## src/rtl/dff_bist_checker_pkg.sv

```systemverilog
// dff_bist_pkg: shared types and constants for the
// single-bit register self-test harness.
package dff_bist_pkg;

  typedef enum logic [1:0] {
    S_IDLE  = 2'd0,
    S_RUN   = 2'd1,
    S_DRAIN = 2'd2,
    S_DONE  = 2'd3
  } state_t;

  localparam logic [1:0] ST_IDLE  = 2'd0;
  localparam logic [1:0] ST_RUN   = 2'd1;
  localparam logic [1:0] ST_DRAIN = 2'd2;
  localparam logic [1:0] ST_DONE  = 2'd3;

  localparam logic [7:0] LFSR_TAPS = 8'b1011_1000;
  localparam int ERR_W = 8;
  localparam int VEC_W = 16;

  // One Fibonacci step: shift toward bit 0, feedback into bit 7.
  function automatic logic [7:0] lfsr_next(
    input logic [7:0] s
  );
    return {^(s & LFSR_TAPS), s[7:1]};
  endfunction

endpackage

```

## src/rtl/dff_bist_checker_lfsr8.sv

```systemverilog
// lfsr8: 8-bit Fibonacci stimulus generator.
// A load with en set yields the state after the seed.
module lfsr8
  import dff_bist_pkg::*;
#(
  parameter logic [7:0] RST_VAL = 8'hA5
) (
  input  logic       CLK,
  input  logic       RST_N,
  input  logic       load,
  input  logic [7:0] seed,
  input  logic       en,
  output logic [7:0] q
);

  // Load (optionally pre-stepped) or advance the register.
  always_ff @(posedge CLK or negedge RST_N) begin
    if (!RST_N) begin
      q <= RST_VAL;
    end else if (load) begin
      q <= en ? lfsr_next(seed) : seed;
    end else if (en) begin
      q <= lfsr_next(q);
    end
  end

endmodule

```

## config.mk

```make
export PLATFORM = sky130hd
export DESIGN_NAME = lfsr8
export DESIGN_NICKNAME = d
export VERILOG_FILES = /design/src/rtl/dff_bist_checker_pkg.sv /design/src/rtl/dff_bist_checker_lfsr8.sv
export SDC_FILE = /design/constraint.sdc
export NUM_CORES = 1
export LEC_CHECK = 0
export BUFFER_PORTS_ARGS = -buffer_cell sky130_fd_sc_hd__buf_2
export CORE_UTILIZATION = 33
export CTS_CLUSTER_DIAMETER = 40
export DETAILED_ROUTE_END_ITERATION = 10
export PLACE_DENSITY_LB_ADDON = 0.08
export SYNTH_ARGS = -nofsm -noshare
export SYNTH_HDL_FRONTEND = slang
export SYNTH_SLANG_ARGS = --single-unit
```

## constraint.sdc

```tcl
create_clock -name CLK -period 2.95 [get_ports CLK]
set_input_delay 0 -clock CLK [delete_from_list [all_inputs] [get_ports CLK]]
set_output_delay 0 -clock CLK [all_outputs]
set_load 0.03 [all_outputs]
```

# After elaboration in Yosys (flattened, before gate mapping)
# Index checks and enable logic that the tools add are counted.
[classes]
n_mux = 3
n_reduce_logical = 3
[ops]
columns = ["op", "n"]
rows = [
  ["two-way mux 8 bit", 3],
  ["XOR reduction 8 bit", 2],
  ["nonzero test 2 bit", 1],
]
[totals]
reg_bits = 8
out_inout_bits = 8
elab_cells = 7

# Logic depth before layout (Yosys ltp)
# Gate-level depths: netlist (run 1).
[logic_depth]
word_depth = 3
mapped_depth = 4

# Worst setup path after synthesis (run 1)
# OpenSTA, ideal clock, no wires.
[synth_timing]
path_kind = "flip-flop to flip-flop"
from = "register q[5]"
to = "register q[7]"
arrival_time_ps = 1461
required_time_ps = 2884
slack_ps = 1423
stages_incl_launch_ff = 4
path_cell_list = "dfstp_2 > xor3_2 > a211o_2 > nand4_1"
[synth_via]
elab_chain_cells = 3
[synth_rtl]
columns = ["item", "line", "rtl"]
rows = [
  ["start, declared", "dff_bist_checker_lfsr8.sv:13", "output logic [7:0] q"],
  ["start signal, assigned", "dff_bist_checker_lfsr8.sv:21", "q <= en ? lfsr_next(seed) : seed;"],
  ["start signal, assigned", "dff_bist_checker_lfsr8.sv:23", "q <= lfsr_next(q);"],
  ["XOR reduction 8 bit", "dff_bist_checker_pkg.sv:25", "return {^(s & LFSR_TAPS), s[7:1]};"],
  ["two-way mux 8 bit", "dff_bist_checker_lfsr8.sv:22", "end else if (en) begin"],
  ["two-way mux 8 bit", "dff_bist_checker_lfsr8.sv:20", "end else if (load) begin"],
]
# Every way passes these cells. The select of a mux whose other input is x is not followed.
# A chain may end at the register's enable or synchronous reset.

# Final worst setup path (run 1)
# Same ends and word-level chain as after synthesis.

==> reports/results.txt, run 1 <==
R2R cell count: 3
Unrepaired setup endpoints after global routing: no
Internal power: 249 µW
Worst-path fanout max: 4
Worst slew margin: 82.2%
Post-CTS Resized: 0
Clock skew: 0.00549 ns
Outcome: finished, final reports clean
Routed WL per cell: 14.9 µm
Max-capacitance violation count: 0
Vias in the first global route: 338
Mapped Area: 484 µm²
Via count: 349
Multi-input logic area: 255 µm²
Fin crit period: 1.43 ns
Gate Count Post-Synth: 27
CTS max path bufs: 2
Sink Count: 8
Most frequent cells in the layout: buf_2 (19), mux4_2 (5), dfstp_2 (4), dfrtp_1 (4), clkbuf_4 (3)
Initial antenna violation count: 0
Largest cells by area after synthesis: mux4_2 (23%), dfstp_2 (22%), dfrtp_1 (21%)
R2r endpoint: q[7]$_DFFE_PN1P_
Worst min path class: input pin to register
Area Overhead vs Synth: 27.6%
CTS Buf Count: 3
Pwr dens: 602 mW/mm²
VDD IR-drop max: 276 µV
Largest registers: q x8
Worst Max-Slew Pin Slew: 0.267 ns
Synth warn: 0
CTS HTree Levels: 1
Pin count of the biggest net entering global routing: 12
Slowest library cell on the worst path: dfstp_2
DP Area: 582 µm²
Final hold viol count: 0
Commonest non-fill, non-tap cell in the layout: buf_2
Final setup viols: 0
Fmax: 700 MHz
Finished Cell Area: 618 µm²
Synth cell types: 15
Gr ovfl total: 0
Flop pwr share: 41.3%
ANT cells: 0
Worst-Skew Late Latency: 0.25 ns
# hold bufs at CTS: 1
Largest register FFs: 8
Post-Route WL: 952 µm
Setup_tns: 0 ns
Die span in x: 40.3 µm
FF-to-FF setup slack: 1.52 ns
Fin Hold WS: 0.0548 ns
Core area: 0.00133 mm²
Row count: 13
LEAKAGE: 0.000290 µW
Die ar.: 0.00162 mm²
Mean Syn Cell Area: 17.9 µm²
Reg-to-reg critical path startpoint: q[5]$_DFFE_PN1P_
Worst path bufs/invs: 0
Slowest cell delay on critical path: 0.54 ns
DRT Pass-1 Iters: 2
Seq/Total Area, Yosys: 42.4%
Starting DRT DRC Count: 1
Hold endpoint: q[7]$_DFFE_PN1P_
Initial Utilization: 36.3%
Global-route wire length before repair: 1460 µm
Antenna Nets Post-Route: 0
CP Data Arrival Time: 1.62 ns
Max-slew violations: 0
Worst Setup End Kind: register
Drc violations: 0
Top Family by Delay on Critical Path: flip-flops
Post-CTS Setup Repair Bufs: 0
Total GRT Usage: 15.0%
Gate power share: 34.9%
Nets: 62
Syn nets: 39
Die Y: 40.3 µm
Startpoint types: register
Sw frac: 33.1%
Fill cell count: 119
Yosys top cell by area: mux4_2
Reg clk slew, reported paths: 0.06 ns
Share of layout cells above drive strength 1: 67.3%
CTS tree: built
Worst Min Path Start: seed[7]
Part of the cycle the worst path needs: 48.4%
P_sw: 123 µW
WHS Path Cells: 3
#FFs+latches synth: 8
Largest register by flop count: q
Vias/cell: 5.45
Required arrival time at the worst endpoint: 3.14 ns
Post-synth top area share: 23.3%
IO Count: 20
CP Class: register to register
Clock power share: 23.9%
Port bufs: 19
Crit path cell chain: xor3_2 -> a211o_2 -> nand4_1
Routability Congestion: 0.700
FF+latch area: 205 µm²
Root buf cell: clkbuf_4
==> layout make-up <==
type                    count  share of cell area, %
clock buffers               4                   4.25
inverters                   2                   1.21
multi-input cells          15                   41.3
flip-flops and latches      8                   33.2
well taps                  15                   3.04
repair buffers             20                   17.0
==> worst reg2reg max path: stages, from the launching register on <==
cell	delay, ns
dfstp_2	0.54
xor3_2	0.43
a211o_2	0.33
nand4_1	0.07
==> power groups by stage <==
stage / Clock, µW / Sequential (µW) / Combinational, µW
after floorplan: 0 / 191 / 56.8
after global placement: 0 / 153 / 128
after detailed placement: 0 / 156 / 131
after CTS: 91.5 / 154 / 132
after global routing: 100 / 157 / 140
final: 88.9 / 154 / 130
==> stage by stage <==
step	util, %	power (µW)	setup slack (ns)	instances
after global placement	43.6	282	1.55	59
after floorplan	-	248	1.42	27
after global routing	46.3	397	1.48	64
final	46.3	372	1.52	64
after CTS	46.3	377	1.51	64
after detailed placement	43.6	286	1.53	59
==> routing by layer <==
layer / global-route usage [%] / vias to the layer above / share of wire (%)
met1: 14.1 / 177 / 41
met2: 28.2 / 15 / 54
met5: 0 / - / 0
met4: 5.00 / 0 / 0
met3: 6.67 / 0 / 5.3
li1: - / 157 / -
==> cells in the mapped netlist, drive strengths merged <==
| cell type | count |
|---|---|
| a211o | 1 |
| mux4 | 7 |
| dfstp | 4 |
| inv | 2 |
| nor2 | 1 |
| xnor3 | 1 |
| xor3 | 1 |
| buf | 2 |
| nand3 | 1 |
| nand4 | 1 |
| or4b | 1 |
| o211ai | 1 |
| dfrtp | 4 |
==> worst max-delay path by stage <==
| stage | start | end | slack, ns | depth (start not counted) |
|---|---|---|---|---|
| after floorplan | q[5]$_DFFE_PN1P_ | q[7]$_DFFE_PN1P_ | 1.42 | 3 |
| after global placement | q[5]$_DFFE_PN1P_ | q[7]$_DFFE_PN1P_ | 1.55 | 3 |
| after detailed placement | q[5]$_DFFE_PN1P_ | q[7]$_DFFE_PN1P_ | 1.53 | 3 |
| after CTS | q[5]$_DFFE_PN1P_ | q[7]$_DFFE_PN1P_ | 1.51 | 3 |
| after global routing | q[5]$_DFFE_PN1P_ | q[7]$_DFFE_PN1P_ | 1.48 | 3 |
| final | q[5]$_DFFE_PN1P_ | q[7]$_DFFE_PN1P_ | 1.52 | 3 |
==> kinds of logic (layout without fill, tap and decap cells) <==
logic type | Yosys count | count (layout) | share of synthesized area (%)
DFF | 8 | 8 | 42.4
muxes | 7 | 7 | 34.1
and+or+nand+nor | 4 | 4 | 5.17
buffers and inverters | 4 | 26 | 4.91
AOI/OAI and AO/OA | 2 | 2 | 3.62
xor gates and xnor gates | 2 | 2 | 9.82
Power figures use the tool's default switching activity.
==> run 2, diff against run 1 <==
==> constraint.sdc (replaced) <==
create_clock -name CLK -period 1.2 [get_ports CLK]
set_input_delay 0 -clock CLK [delete_from_list [all_inputs] [get_ports CLK]]
set_output_delay 0 -clock CLK [all_outputs]
set_load 0.03 [all_outputs]
==> run 2 against run 1 <==
Effect of this change:
- the run now ends with negative setup slack left
- clock skew down 0.0011 ns
- largest power group unchanged
- routed wire length up 7.2%
- clock power up 130%
- sequential power up 140%
- clock-buffer cell count down 1
- sequential cell count unchanged
- via count up 2.3%
- combinational power rose to 2.7 times the previous value
- sequential share of layout area down 0.71 points
- total power rose to 2.5 times the previous value
- global-route usage up 1.5 points
- worst hold slack worse by 0.027 ns
==> reports/results.txt, run 2 (synthesized netlist as in run 1, its figures left out) <==
VDD IR-drop max: 845 µV (was 276 µV)
Post-Route WL: 1020 µm (was 952 µm)
Sink Count: 8 (unchanged)
IO Count: 20 (unchanged)
CP Data Arrival Time: 1.42 ns (was 1.62 ns)
Max-capacitance violation count: 0 (unchanged)
Row count: 13 (unchanged)
Final worst slack: -0.0274 ns (was 1.52 ns)
Share of layout cells above drive strength 1: 74.5% (was 67.3%)
Worst-path fanout max: 2 (was 4)
Die span in x: 40.3 µm (unchanged)
Worst slew margin: 81.9% (was 82.2%)
Vias/cell: 5.41 (was 5.45)
Crit path cell chain: xor3_2 -> a211o_2 -> nand4_1 (unchanged)
Worst slack, placed: -0.0218 ns (was 1.53 ns)
LEAKAGE: 0.000301 µW (was 0.000290 µW)
Reg clk slew, reported paths: 0.06 ns (about the same)
Most frequent cells in the layout: buf_2 (19), mux4_2 (5), dfstp_2 (4) (was buf_2 (19), mux4_2 (5), dfstp_2 (4), dfrtp_1 (4), clkbuf_4 (3))
Post-CTS Setup Repair Bufs: 0 (unchanged)
Total power: 933 µW (was 372 µW)
Gr ovfl total: 0 (unchanged)
Outcome: finished with violations (was finished, final reports clean)
Vias in the first global route: 357 (was 338)
Total GRT Usage: 16.5% (was 15.0%)
Initial antenna violation count: 0 (unchanged)
Via count: 357 (was 349)
Fin crit period: 1.23 ns (was 1.43 ns)
Core area: 0.00133 mm² (unchanged)
Pin count of the biggest net entering global routing: 12 (unchanged)
CP Class: register to register (unchanged)
Worst-Skew Late Latency: 0.25 ns (about the same)
ANT cells: 0 (unchanged)
Starting DRT DRC Count: 2 (was 1)
DRT Pass-1 Iters: 4 (was 2)
Startpoint types: register (unchanged)
Clock skew: 0.00436 ns (was 0.00549 ns)
Part of the cycle the worst path needs: 102% (was 48.4%)
Largest register by flop count: q (unchanged)
Largest register FFs: 8 (unchanged)
Largest registers: q x8 (unchanged)
Slowest library cell on the worst path: dfstp_2 (unchanged)
Routability Congestion: 0.753 (was 0.700)
Drc violations: 0 (unchanged)
Required arrival time at the worst endpoint: 1.40 ns (was 3.14 ns)
Setup_tns: -0.0274 ns (was 0 ns)
Max-slew violations: 0 (unchanged)
Nets: 65 (was 62)
CTS max path bufs: 2 (unchanged)
DP Area: 607 µm² (was 582 µm²)
CTS HTree Levels: 1 (unchanged)
Antenna Nets Post-Route: 0 (unchanged)
WHS Path Cells: 3 (unchanged)
Slowest cell delay on critical path: 0.54 ns (about the same)
CTS tree: built (unchanged)
Routed WL per cell: 15.5 µm (was 14.9 µm)
Die Y: 40.3 µm (unchanged)
R2R cell count: 3 (unchanged)
Initial Utilization: 36.3% (unchanged)
Commonest non-fill, non-tap cell in the layout: buf_2 (unchanged)
Worst Max-Slew Pin Slew: 0.271 ns (was 0.267 ns)
Post-CTS Resized: 0 (unchanged)
CTS Buf Count: 3 (unchanged)
Worst min path class: input pin to register (unchanged)
Area Overhead vs Synth: 32.0% (was 27.6%)
Final hold viol count: 0 (unchanged)
Worst Setup End Kind: register (unchanged)
Global-route wire length before repair: 1590 µm (was 1460 µm)
Unrepaired setup endpoints after global routing: yes (was no)
Port bufs: 19 (unchanged)
Final setup viols: 1 (was 0)
Pwr dens: 1460 mW/mm² (was 602 mW/mm²)
Root buf cell: clkbuf_4 (unchanged)
Die ar.: 0.00162 mm² (unchanged)
Fmax: 815 MHz (was 700 MHz)
Violated checks: negative setup slack
Finished Cell Area: 639 µm² (was 618 µm²)
[run 2: metrics by stage]
step / instances / util (%) / hold WS [ns]
final: 66 / 47.9 / 0.0280
after global routing: 66 / 47.9 / 0.0371
after global placement: 62 / 45.5 / -0.152
after CTS: 66 / 47.9 / 0.0257
after detailed placement: 62 / 45.5 / -0.147
after floorplan: 27 / - / -0.296
[run 2: final timing paths]
kind / from / to / slack (ns)
worst max-delay path: q[5]$_DFFE_PN1P_ / q[7]$_DFFE_PN1P_ / -0.03
worst min-delay path: seed[7] / q[7]$_DFFE_PN1P_ / 0.03
worst max register to register: q[5]$_DFFE_PN1P_ / q[7]$_DFFE_PN1P_ / -0.03
worst min register to register: q[7]$_DFFE_PN1P_ / q[7]$_DFFE_PN1P_ / 0.60
max in group asynchronous: RST_N / q[0]$_DFFE_PN1P_ / 0.85
min in group asynchronous: RST_N / q[6]$_DFFE_PN0P_ / 0.11
[run 2: cell type report]
cell class / count / area (µm²)
fill: 130 / 694
multi-input combinational: 15 / 255
sequential: 8 / 208
timing repair buffer: 23 / 128
clock buffer: 3 / 22.5
tap: 15 / 18.8
inverter: 2 / 7.51
[run 2: routing by layer]
metal	wire length (µm)	global-route usage, %
met1	432	18.6
met5	0	0
met2	500	25.8
met4	6	5.00
met3	82	10.0
[run 2: critical path: cells and delay by family, from the launching register on]
| family | cells | cell delay (ns) |
|---|---|---|
| flops | 1 | 0.54 |
| compound gates | 1 | 0.30 |
| xor+xnor | 1 | 0.26 |
| simple gates | 1 | 0.07 |
[run 2: power breakdown]
| group | internal (µW) | switching, µW | total, µW | leakage, µW |
|---|---|---|---|---|
| Combinational | 169 | 186 | 355 | 0.000200 |
| Clock | 115 | 93.5 | 208 | 0.0000138 |
| Sequential | 337 | 33.6 | 371 | 0.0000869 |
| Total | 620 | 313 | 933 | 0.000301 |
[run 2: timing repair]
action | in CTS | in global routing
hold buffers | 1 | 0
setup endpoints to repair | 1 | 1
hold endpoints to repair | 8 | 0
